$ cat src/rtl/scoreboard_multi.sv
// scoreboard_multi: N-player debounced BCD scoreboard, first-to-WIN game FSM, muxed 7-seg driver.
// Optional undo button is compiled in when SCOREBOARD_UNDO_EN is defined.
module scoreboard_multi #(
    parameter int NUM_PLAYERS     = 2,
    parameter int DEBOUNCE_CYCLES = 20,
    parameter int WIN_SCORE       = 21,
    parameter int SCAN_CYCLES     = 2
) (
    input  logic                     clk,
    input  logic                     rst_n,
    input  logic [NUM_PLAYERS-1:0]   btn_i,
    input  logic                     clear_i,
    input  logic                     undo_i,
    output logic [6:0]               seg_o,
    output logic [2*NUM_PLAYERS-1:0] digit_sel_o,
    output logic [8*NUM_PLAYERS-1:0] score_o,
    output logic [NUM_PLAYERS-1:0]   winner_o,
    output logic                     game_over_o
);
`ifdef SCOREBOARD_UNDO_EN
    localparam int NB = NUM_PLAYERS + 1;
`else
    localparam int NB = NUM_PLAYERS;
`endif
    localparam int CW = $clog2(DEBOUNCE_CYCLES);
    localparam int NS = 2 * NUM_PLAYERS;
    localparam int SW = $clog2(NS);
    localparam int KW = SCAN_CYCLES > 1 ? $clog2(SCAN_CYCLES) : 1;
    localparam int LW = $clog2(NUM_PLAYERS);
    localparam logic [7:0] WIN_BCD = 8'((WIN_SCORE / 10) * 16 + WIN_SCORE % 10);

    typedef enum logic {PLAY, OVER} state_t;

    logic [NB-1:0]                 raw, sync1, sync2, stable, press;
    logic [NB-1:0][CW-1:0]         cnt;
    state_t                        state, state_nxt;
    logic [NUM_PLAYERS-1:0][7:0]   score, score_nxt;
    logic [NUM_PLAYERS-1:0]        winner_nxt;
    logic [SW-1:0]                 slot;
    logic [KW-1:0]                 hold;
    logic [8:0]                    blink;
    logic [3:0]                    digit;
    logic [6:0]                    seg_nxt;
    logic                          blank;
    logic                          any_press;

`ifdef SCOREBOARD_UNDO_EN
    logic [LW-1:0] last, last_nxt;
    logic          valid, valid_nxt;
    assign raw = {undo_i, btn_i};
`else
    logic unused_undo;
    assign unused_undo = undo_i;
    assign raw = btn_i;
`endif

    assign score_o   = score;
    assign any_press = |press[NUM_PLAYERS-1:0];

    function automatic logic [7:0] bcd_inc(input logic [7:0] v);
        if (v == 8'h99) return v;
        return (v[3:0] == 4'd9) ? {v[7:4] + 4'd1, 4'd0} : {v[7:4], v[3:0] + 4'd1};
    endfunction

    function automatic logic [7:0] bcd_dec(input logic [7:0] v);
        return (v[3:0] == 4'd0) ? {v[7:4] - 4'd1, 4'd9} : {v[7:4], v[3:0] - 4'd1};
    endfunction

    function automatic logic [6:0] seg_lut(input logic [3:0] d);
        case (d)
            4'd0: return 7'b0111111;
            4'd1: return 7'b0000110;
            4'd2: return 7'b1011011;
            4'd3: return 7'b1001111;
            4'd4: return 7'b1100110;
            4'd5: return 7'b1101101;
            4'd6: return 7'b1111101;
            4'd7: return 7'b0000111;
            4'd8: return 7'b1111111;
            4'd9: return 7'b1101111;
            default: return 7'b0000000;
        endcase
    endfunction

    // Synchronise each button, accept a level after DEBOUNCE_CYCLES stable cycles, pulse on accepted rise
    always_ff @(posedge clk or negedge rst_n) begin
        if (!rst_n) begin
            sync1  <= '0;
            sync2  <= '0;
            stable <= '0;
            press  <= '0;
            cnt    <= '0;
        end else begin
            sync1 <= raw;
            sync2 <= sync1;
            for (int i = 0; i < NB; i++) begin
                press[i] <= 1'b0;
                if (sync2[i] == stable[i]) begin
                    cnt[i] <= '0;
                end else if (cnt[i] == CW'(DEBOUNCE_CYCLES - 1)) begin
                    cnt[i]    <= '0;
                    stable[i] <= sync2[i];
                    press[i]  <= sync2[i];
                end else begin
                    cnt[i] <= cnt[i] + 1'b1;
                end
            end
        end
    end

    // Game state register: FSM state, scores, winner and undo bookkeeping
    always_ff @(posedge clk or negedge rst_n) begin
        if (!rst_n) begin
            state    <= PLAY;
            score    <= '0;
            winner_o <= '0;
`ifdef SCOREBOARD_UNDO_EN
            last     <= '0;
            valid    <= 1'b0;
`endif
        end else begin
            state    <= state_nxt;
            score    <= score_nxt;
            winner_o <= winner_nxt;
`ifdef SCOREBOARD_UNDO_EN
            last     <= last_nxt;
            valid    <= valid_nxt;
`endif
        end
    end

    // Next state: clear beats presses, presses beat undo; descending scan leaves the lowest index as winner
    always_comb begin
        state_nxt  = state;
        score_nxt  = score;
        winner_nxt = winner_o;
`ifdef SCOREBOARD_UNDO_EN
        last_nxt   = last;
        valid_nxt  = valid;
`endif
        if (clear_i) begin
            state_nxt  = PLAY;
            score_nxt  = '0;
            winner_nxt = '0;
`ifdef SCOREBOARD_UNDO_EN
            valid_nxt  = 1'b0;
`endif
        end else if (state == PLAY && any_press) begin
            for (int p = NUM_PLAYERS - 1; p >= 0; p--) begin
                if (press[p]) begin
                    score_nxt[p] = bcd_inc(score[p]);
`ifdef SCOREBOARD_UNDO_EN
                    last_nxt     = LW'(p);
                    valid_nxt    = 1'b1;
`endif
                    if (bcd_inc(score[p]) == WIN_BCD) begin
                        state_nxt     = OVER;
                        winner_nxt    = '0;
                        winner_nxt[p] = 1'b1;
                    end
                end
            end
        end
`ifdef SCOREBOARD_UNDO_EN
        else if (press[NUM_PLAYERS] && valid && score[last] != 8'h00) begin
            score_nxt[last] = bcd_dec(score[last]);
            valid_nxt       = 1'b0;
            state_nxt       = PLAY;
            winner_nxt      = '0;
        end
`endif
    end

    // Game-over flag follows the FSM state directly
    always_comb game_over_o = (state == OVER);

    // Select the digit for the current slot; blank leading tens zero and the blinking winner
    always_comb begin
        digit   = slot[0] ? score[slot[SW-1:1]][7:4] : score[slot[SW-1:1]][3:0];
        blank   = (slot[0] && digit == 4'd0) || (state == OVER && winner_o[slot[SW-1:1]] && blink[8]);
        seg_nxt = blank ? 7'b0000000 : seg_lut(digit);
    end

    // Register segment bus and digit enable together, then step the scan slot every SCAN_CYCLES
    always_ff @(posedge clk or negedge rst_n) begin
        if (!rst_n) begin
            slot        <= '0;
            hold        <= '0;
            blink       <= '0;
            seg_o       <= '0;
            digit_sel_o <= '0;
        end else begin
            seg_o       <= seg_nxt;
            digit_sel_o <= NS'(1) << slot;
            blink       <= blink + 1'b1;
            if (hold == KW'(SCAN_CYCLES - 1)) begin
                hold <= '0;
                slot <= (slot == SW'(NS - 1)) ? '0 : slot + 1'b1;
            end else begin
                hold <= hold + 1'b1;
            end
        end
    end
endmodule
$ cat config.mk
export PLATFORM = sky130hd
export DESIGN_NAME = scoreboard_multi
export DESIGN_NICKNAME = d
export VERILOG_FILES = /design/src/rtl/scoreboard_multi.sv
export SDC_FILE = /design/constraint.sdc
export NUM_CORES = 1
export LEC_CHECK = 0
export ABC_AREA = 0
export CAP_MARGIN = 25
export CORE_ASPECT_RATIO = 0.75
export CORE_UTILIZATION = 50
export DETAILED_ROUTE_END_ITERATION = 12
export PLACE_DENSITY = 0.76
export SLEW_MARGIN = 20
export SYNTH_ARGS = -nofsm -noshare
export SYNTH_HDL_FRONTEND = slang
export SYNTH_SLANG_ARGS = --single-unit
$ cat constraint.sdc
create_clock -name clk -period 2.3 [get_ports clk]
set_clock_uncertainty 0.2 [all_clocks]
set_input_delay 0.345 -clock clk [delete_from_list [all_inputs] [get_ports clk]]
set_output_delay 0.345 -clock clk [all_outputs]
set_load 0.02 [all_outputs]
==> out/metrics.json, run 1 <==
{
  "core-area_um2": 5530,
  "timing.fmax_mhz": 473,
  "postLayoutSetupSlackWorst_ps": 186,
  "fp.dieW_um": 90.8,
  "grt_setup_unrepaired": "no",
  "final.period_utilization_pct": 91.9,
  "r2r-start": "slot[1]",
  "worstSetupEndpointType": "register",
  "grt_first_pass_wirelength_um": 9890,
  "synth_ff_type": "dfrtp_1",
  "routed_via_density": 5.29,
  "detail_route.first_pass.iterations": 4,
  "endpoint": "seg_o[0]",
  "critPathLaunch": "slot[1]",
  "power_per_cell_area_nw_per_um2": 583,
  "clk_pin_slew_worst_paths_ps": 70,
  "grt_use_total_pct": 21.1,
  "wire_per_inst_um": 14.0,
  "yosys.cell_types.count": 50,
  "ios": 36,
  "die_ar_um2": 6230,
  "synthesis.area_um2": 2960,
  "critical_path_class": "register to register",
  "post_dp_cell_area_um2": 3490,
  "hold_viol": 0,
  "synth.yosys.warnings": 0,
  "floorplan.initialDensity_pct": 53.5,
  "cts_setup_buffers": 0,
  "dpl.hpwl_um": 4140,
  "filler_cells_inserted": 436,
  "grt_max_degree": 38,
  "drv_slew": 0,
  "tritoncts": "yes",
  "finalPower_mw": 2.17,
  "multiInputGateArea_um2": 1380,
  "utilization_pct": 67.5,
  "drt_wl_total_um": 5740,
  "place.gp.congestion": 0.847,
  "dp_worst_setup_slack_ps": 67.2,
  "clock_tree.htree_level_count": 3,
  "synth.top_cells.by_count": "60 x dfrtp_1, 35 x nor2_1, 17 x a21oi_1",
  "reg2reg_setup_slack_ps": 190,
  "layout-drive-gt1-share_pct": 15.5,
  "relSlewSlack_pct": 61.1,
  "cellLeakagePower_nw": 1.67,
  "num_rows": 23,
  "place.port_buffers": 34,
  "drt_iter0_drc": 135,
  "area.growth.synth_to_final_pct": 26.0,
  "number_of_flops_mapped_to_enable_cells_by_yosys": 0,
  "numCtsBuffers": 9,
  "worstSetupStartpointType": "register",
  "crit_required_ps": 2320,
  "postLayoutCellArea_um2": 3730,
  "postSynth.asyncResetShare_pct": 100,
  "hold_path_class": "register to register",
  "route.detailed.drc": 0,
  "first_global_vias": 2146,
  "yosysMostFrequentCell": "dfrtp_1",
  "routed-via-count": 2170,
  "setup-violations-final": 0,
  "critical_path.max_fanout": 5,
  "synthTopCellsByArea": "dfrtp_1 51%, ha_1 6.8%, nor2_1 4.4%",
  "grt_overflow": 0,
  "antenna_found_initial": 0,
  "ys_ff_latch": 60,
  "run_status": "finished, final reports clean",
  "synthCells": 274,
  "min_period_ps": 2110,
  "detail-route-antenna-nets": 0,
  "synth.yosys.seq_area_share_pct": 50.8,
  "clock_tree.buffer_depth": 2,
  "clkSinkCount": 60,
  "vdd_ir_drop_max_mv": 0.380,
  "timing.reg2reg.worst_path_depth": 7,
  "fin_tns_setup_ps": 0,
  "cap_violations": 0,
  "postSynthNetCount": 296,
  "ctsRootBufferMaster": "clkbuf_8",
  "syn-mean-instance-area_um2": 10.8,
  "critPathArrivalTime_ps": 2140,
  "clock_insertion_delay_worst_skew_ps": 340,
  "final_net_count": 352,
  "r2r-end": "seg_o[0]",
  "register_area_um2": 1500,
  "fp.dieH_um": 68.6,
  "n_antenna_cell": 0,
  "timing_worst_slew_pin_value_ps": 583,
  "synth_largest_type_area_fraction_pct": 50.8,
  "synthDominantAreaCellType": "dfrtp_1"
}
per-layer routing:
metal  GRT usage, %  vias to the layer above  part of all wire (%)
li1               -                     1057                     -
met1           26.7                     1050                    46
met2           34.7                       56                    47
met3           6.58                        7                   6.3
met4           8.13                        0                  0.89
met5              0                        -                     0
critical path, stage by stage, from the launching register on:
cell and delay (ps):
dfrtp_2 420, mux4_2 530, inv_1 130, ha_1 180
nand3_1 90, o22ai_2 190, nand2b_2 200, nor2_1 60
registers in the layout (all words and copies together), names as in the netlist, 4 cells and up:
name         flops
blink            9
digit_sel_o      4
cnt             10
seg_o            7
score_o         16
area by class of cell:
class / count / area share [%]
clock buffer: 11 / 3.79
clock inverter: 5 / 2.01
inverter: 14 / 1.41
multi-input combinational: 193 / 36.9
sequential: 60 / 40.3
tap: 75 / 2.52
timing repair buffer: 52 / 13.0
cell usage in the layout, fill, tap and decap left out, types with 3 or more instances in the layout:
cell type / n
or3_1: 3
nor3_1: 4
dfrtp_1: 59
mux4_2: 4
inv_1: 14
a21oi_1: 17
clkinv_2: 3
buf_4: 16
a311oi_1: 3
nor2_1: 35
nand2_1: 16
nor2b_1: 5
xnor2_1: 11
xor2_1: 12
and2_1: 4
o21ai_0: 5
and4b_1: 3
clkbuf_8: 10
clkdlybuf4s50_1: 33
nand3_1: 14
ha_1: 16
worst min path at each step:
stage	from	endpoint	slack [ps]	cells after the start
2_1_floorplan	rst_n	blink[0]	-150	0
3_3_place_gp	sync1[0]	sync2[0]	130	0
3_5_place_dp	sync1[1]	sync2[1]	130	0
4_1_cts	sync1[1]	sync2[1]	150	0
5_1_grt	sync1[0]	sync2[0]	160	0
6_report	sync1[1]	sync2[1]	150	0
metrics by stage:
stage	cells	hold WS, ps
2_1_floorplan	274	-151
3_3_place_gp	393	134
3_5_place_dp	393	135
4_1_cts	410	149
5_1_grt	410	158
6_report	410	147
cells by family (layout without fill, tap and decap cells):
kind of cell	Yosys count	in the layout	share of synthesized area, %
XOR/XNOR	23	23	6.81
adder cells (fa/ha/maj)	16	16	6.77
flip-flops	60	60	50.8
buffers and inverters	21	82	3.00
multiplexers	9	9	4.99
AO/OA/AOI/OAI	40	40	8.76
AND/OR/NAND/NOR	105	105	18.9
report_power, final:
part / switching (mW) / internal, mW
clock network: 0.405 / 0.634
registers: 0.00874 / 1.07
logic: 0.0365 / 0.0211
repair_timing:
action                                 4_1_cts  5_1_grt
setup endpoints to repair                    0        5
endpoints found under the hold margin       23        0
resized for setup                            0        3
hold buffers                                 1        0
Power figures use the tool's default switching activity.
==> run 2, diff against run 1 <==
Settings changed: CORE_ASPECT_RATIO 0.75 to unset.
==> out/metrics.json, run 2 (synthesized netlist as in run 1, its figures left out) <==
{
  "timing.fmax": {"value": 473, "unit": "MHz", "change": "about the same"},
  "critPathArrivalTime": {"value": 2140, "unit": "ps", "change": "about the same"},
  "postLayoutCellArea": {"value": 3710, "unit": "um2", "change": "-0.47%"},
  "hold_viol": {"value": 0, "change": "unchanged"},
  "utilization": {"value": 66.2, "unit": "%", "change": "-1.3 points"},
  "num_rows": {"value": 27, "change": "+17%"},
  "numCtsBuffers": {"value": 9, "change": "unchanged"},
  "detail-route-antenna-nets": {"value": 0, "change": "unchanged"},
  "critPathBufInv": {"value": 1, "change": "unchanged"},
  "reg2reg_setup_slack": {"value": 180, "unit": "ps", "change": "about the same"},
  "timing_worst_slew_pin_value": {"value": 503, "unit": "ps", "change": "-79.8 ps"},
  "grt_max_degree": {"value": 41, "change": "+7.9%"},
  "setup-violations-final": {"value": 0, "change": "unchanged"},
  "critical_path_class": "register to register",
  "layout.cells.most_common": "dfrtp_1",
  "whs_path_depth": {"value": 0, "change": "unchanged"},
  "ctsRootBufferMaster": "clkbuf_8",
  "floorplan.initialDensity": {"value": 52.7, "unit": "%", "change": "-0.79 points"},
  "antenna_found_initial": {"value": 0, "change": "unchanged"},
  "core-area": {"value": 5610, "unit": "um2", "change": "+1.5%"},
  "grt_overflow": {"value": 0, "change": "unchanged"},
  "place.gp.congestion": {"value": 0.828, "change": "-2.3%"},
  "run_status": "finished, final reports clean",
  "route.detailed.drc": {"value": 0, "change": "unchanged"},
  "clock_insertion_delay_worst_skew": {"value": 340, "unit": "ps", "change": "about the same"},
  "worstSetupEndpointType": "register",
  "area.growth.synth_to_final_pct": 25.4,
  "internal_power": {"value": 1.64, "unit": "mW", "change": "-4.8%"},
  "clk_pin_slew_worst_paths": {"value": 70, "unit": "ps", "change": "about the same"},
  "layout-drive-gt1-share": {"value": 15.8, "unit": "%", "change": "+0.25 points"},
  "clock_power_share": {"value": 45.7, "unit": "%", "change": "-2.1 points"},
  "clock_tree.htree_level_count": {"value": 3, "change": "unchanged"},
  "routed-via-count": {"value": 2195, "change": "+1.2%"},
  "layout_common_cells": "59 x dfrtp_1, 35 x nor2_1, 33 x clkdlybuf4s50_1, 17 x a21oi_1, 17 x buf_4",
  "grt_first_pass_wirelength": {"value": 9870, "unit": "um", "change": "-0.20%"},
  "hold_start": "sync1[0]",
  "die_ar": {"value": 6230, "unit": "um2", "change": "about the same"},
  "drt_wl_total": {"value": 5830, "unit": "um", "change": "+1.6%"},
  "seqPwrFrac": {"value": 51.6, "unit": "%", "change": "+2.1 points"},
  "hold_path_end": "sync2[0]",
  "fin_tns_setup": {"value": 0, "unit": "ps", "change": "unchanged"},
  "dp_worst_setup_slack": {"value": 85.4, "unit": "ps", "change": "+18.2 ps"},
  "postLayoutSetupSlackWorst": {"value": 185, "unit": "ps", "change": "-1.47 ps"},
  "cp_top_delay_family": "compound AO/OA/AOI/OAI gates",
  "dpl.hpwl": {"value": 4200, "unit": "um", "change": "+1.6%"},
  "r2r-end": "game_over_o",
  "min_period": {"value": 2120, "unit": "ps", "change": "+1.47 ps"},
  "cts_setup_buffers": {"value": 0, "change": "unchanged"},
  "vdd_ir_drop_max": {"value": 0.330, "unit": "mV", "change": "-13%"},
  "drt_iter0_drc": {"value": 106, "change": "-21%"},
  "wire_per_inst": {"value": 14.3, "unit": "um", "change": "+2.1%"},
  "first_global_vias": {"value": 2234, "change": "+4.1%"},
  "fp.dieW": {"value": 78.9, "unit": "um", "change": "-13%"},
  "clock_tree.buffer_depth": {"value": 2, "change": "unchanged"},
  "layoutNonFillerInstCount": {"value": 408, "change": "-0.49%"},
  "largest_reg_flops": {"value": 16, "change": "unchanged"},
  "fp.dieH": {"value": 78.9, "unit": "um", "change": "+15%"},
  "routed_via_density": {"value": 5.38, "change": "+1.6%"},
  "relSlewSlack": {"value": 66.4, "unit": "%", "change": "+5.3 points"},
  "total_switching_power": {"value": 0.446, "unit": "mW", "change": "-0.94%"},
  "slowest_delay": {"value": 430, "unit": "ps", "change": "-100 ps"},
  "final.period_utilization": {"value": 92.0, "unit": "%", "change": "about the same"},
  "power_per_cell_area": {"value": 562, "unit": "nW/um2", "change": "-3.6%"},
  "clkSinkCount": {"value": 60, "change": "unchanged"},
  "list_of_cells_traversed_by_the_critical_path": "buf_4, and4bb_4, mux2_4, a21oi_2, nor2_1, o31a_1",
  "detail_route.first_pass.iterations": {"value": 4, "change": "unchanged"},
  "ios": {"value": 36, "change": "unchanged"},
  "n_antenna_cell": {"value": 0, "change": "unchanged"},
  "drv_slew": {"value": 0, "change": "unchanged"},
  "dp_cells": {"value": 391, "change": "-0.51%"},
  "post_dp_cell_area": {"value": 3490, "unit": "um2", "change": "+0.11%"},
  "critical_path.max_fanout": {"value": 7, "change": "+2"},
  "hold_path_class": "register to register",
  "grt_use_total": {"value": 21.5, "unit": "%", "change": "+0.45 points"},
  "place.port_buffers": {"value": 34, "change": "unchanged"},
  "combinational_share_of_power": {"value": 2.7, "unit": "%", "change": "about the same"},
  "cellLeakagePower": {"value": 1.67, "unit": "nW", "change": "about the same"},
  "cp_slowest_cell": "dfrtp_1",
  "cap_violations": {"value": 0, "change": "unchanged"},
  "net_switching_share_of_the_total_power": {"value": 21.4, "unit": "%", "change": "+0.66 points"},
  "timing.reg2reg.worst_path_depth": {"value": 6, "change": "-1"},
  "final_net_count": {"value": 353, "change": "+0.28%"},
  "grt_setup_unrepaired": "no",
  "tritoncts": "yes",
  "worstSetupStartpointType": "register",
  "crit_required": {"value": 2320, "unit": "ps", "change": "about the same"},
  "r2r-start": "score_o[9]"
}
[run 2: worst reg2reg max path: cells and delay by family (launching register included)]
| kind | cells | cell delay, ps |
|---|---|---|
| AOI/OAI and AO/OA | 2 | 470 |
| and+or+nand+nor | 2 | 410 |
| muxes | 1 | 310 |
| buffers and inverters | 1 | 180 |
| DFF | 1 | 430 |
[run 2: how the worst max path moves through the flow]
stage / startpoint / to / slack, ps / cells past startpoint
6_report: score_o[9] / game_over_o / 180 / 6
5_1_grt: slot[1] / seg_o[3] / 40 / 7
4_1_cts: slot[1] / seg_o[3] / 60 / 7
3_5_place_dp: slot[1] / seg_o[3] / 90 / 7
3_3_place_gp: slot[1] / seg_o[0] / 120 / 7
2_1_floorplan: score_o[8] / seg_o[0] / 30 / 8
[run 2: cell type report]
| cell class | count | area, um2 |
|---|---|---|
| well taps | 72 | 90.1 |
| clock buffers | 11 | 151 |
| inverters | 14 | 52.6 |
| fillers | 451 | 1900 |
| repair buffers | 53 | 493 |
| clock inverters | 5 | 50.0 |
| multi-input cells | 193 | 1370 |
| flip-flops and latches | 60 | 1500 |
[run 2: metal layers]
layer / up-vias / share of wire, % / global-route usage (%)
met3: 15 / 4.6 / 7.01
li1: 1061 / - / -
met1: 1069 / 44 / 24.8
met4: 0 / 2.6 / 12.9
met5: - / 0 / 0
met2: 50 / 49 / 35.0
[run 2: what timing repair did]
item / 4_1_cts / 5_1_grt
hold buffers: 1 / 0
setup endpoints to repair: 0 / 5
gates resized for setup: 0 / 2
endpoints found under the hold margin: 20 / 0
[run 2: through the flow]
step | hold WS (ps) | power (mW)
after detailed placement | 134 | 1.15
after global placement | 130 | 1.15
after global routing | 158 | 2.16
after floorplan | -151 | 1.11
after CTS | 151 | 2.11
final | 151 | 2.09
[run 2: power by group through the flow]
stage | clock (mW) | combinational [mW] | sequential (mW)
global route | 1.01 | 0.0649 | 1.08
CTS | 0.972 | 0.0595 | 1.08
finish | 0.952 | 0.0571 | 1.08
detailed placement | 0 | 0.0579 | 1.10
global placement | 0 | 0.0567 | 1.09
floorplan | 0 | 0.0195 | 1.09
==> run 3, diff against run 2 <==
Settings changed: HOLD_SLACK_MARGIN set to 0.05.
==> results of run 3 <==
Final layout, timing and power as in run 2 (identical DEF).
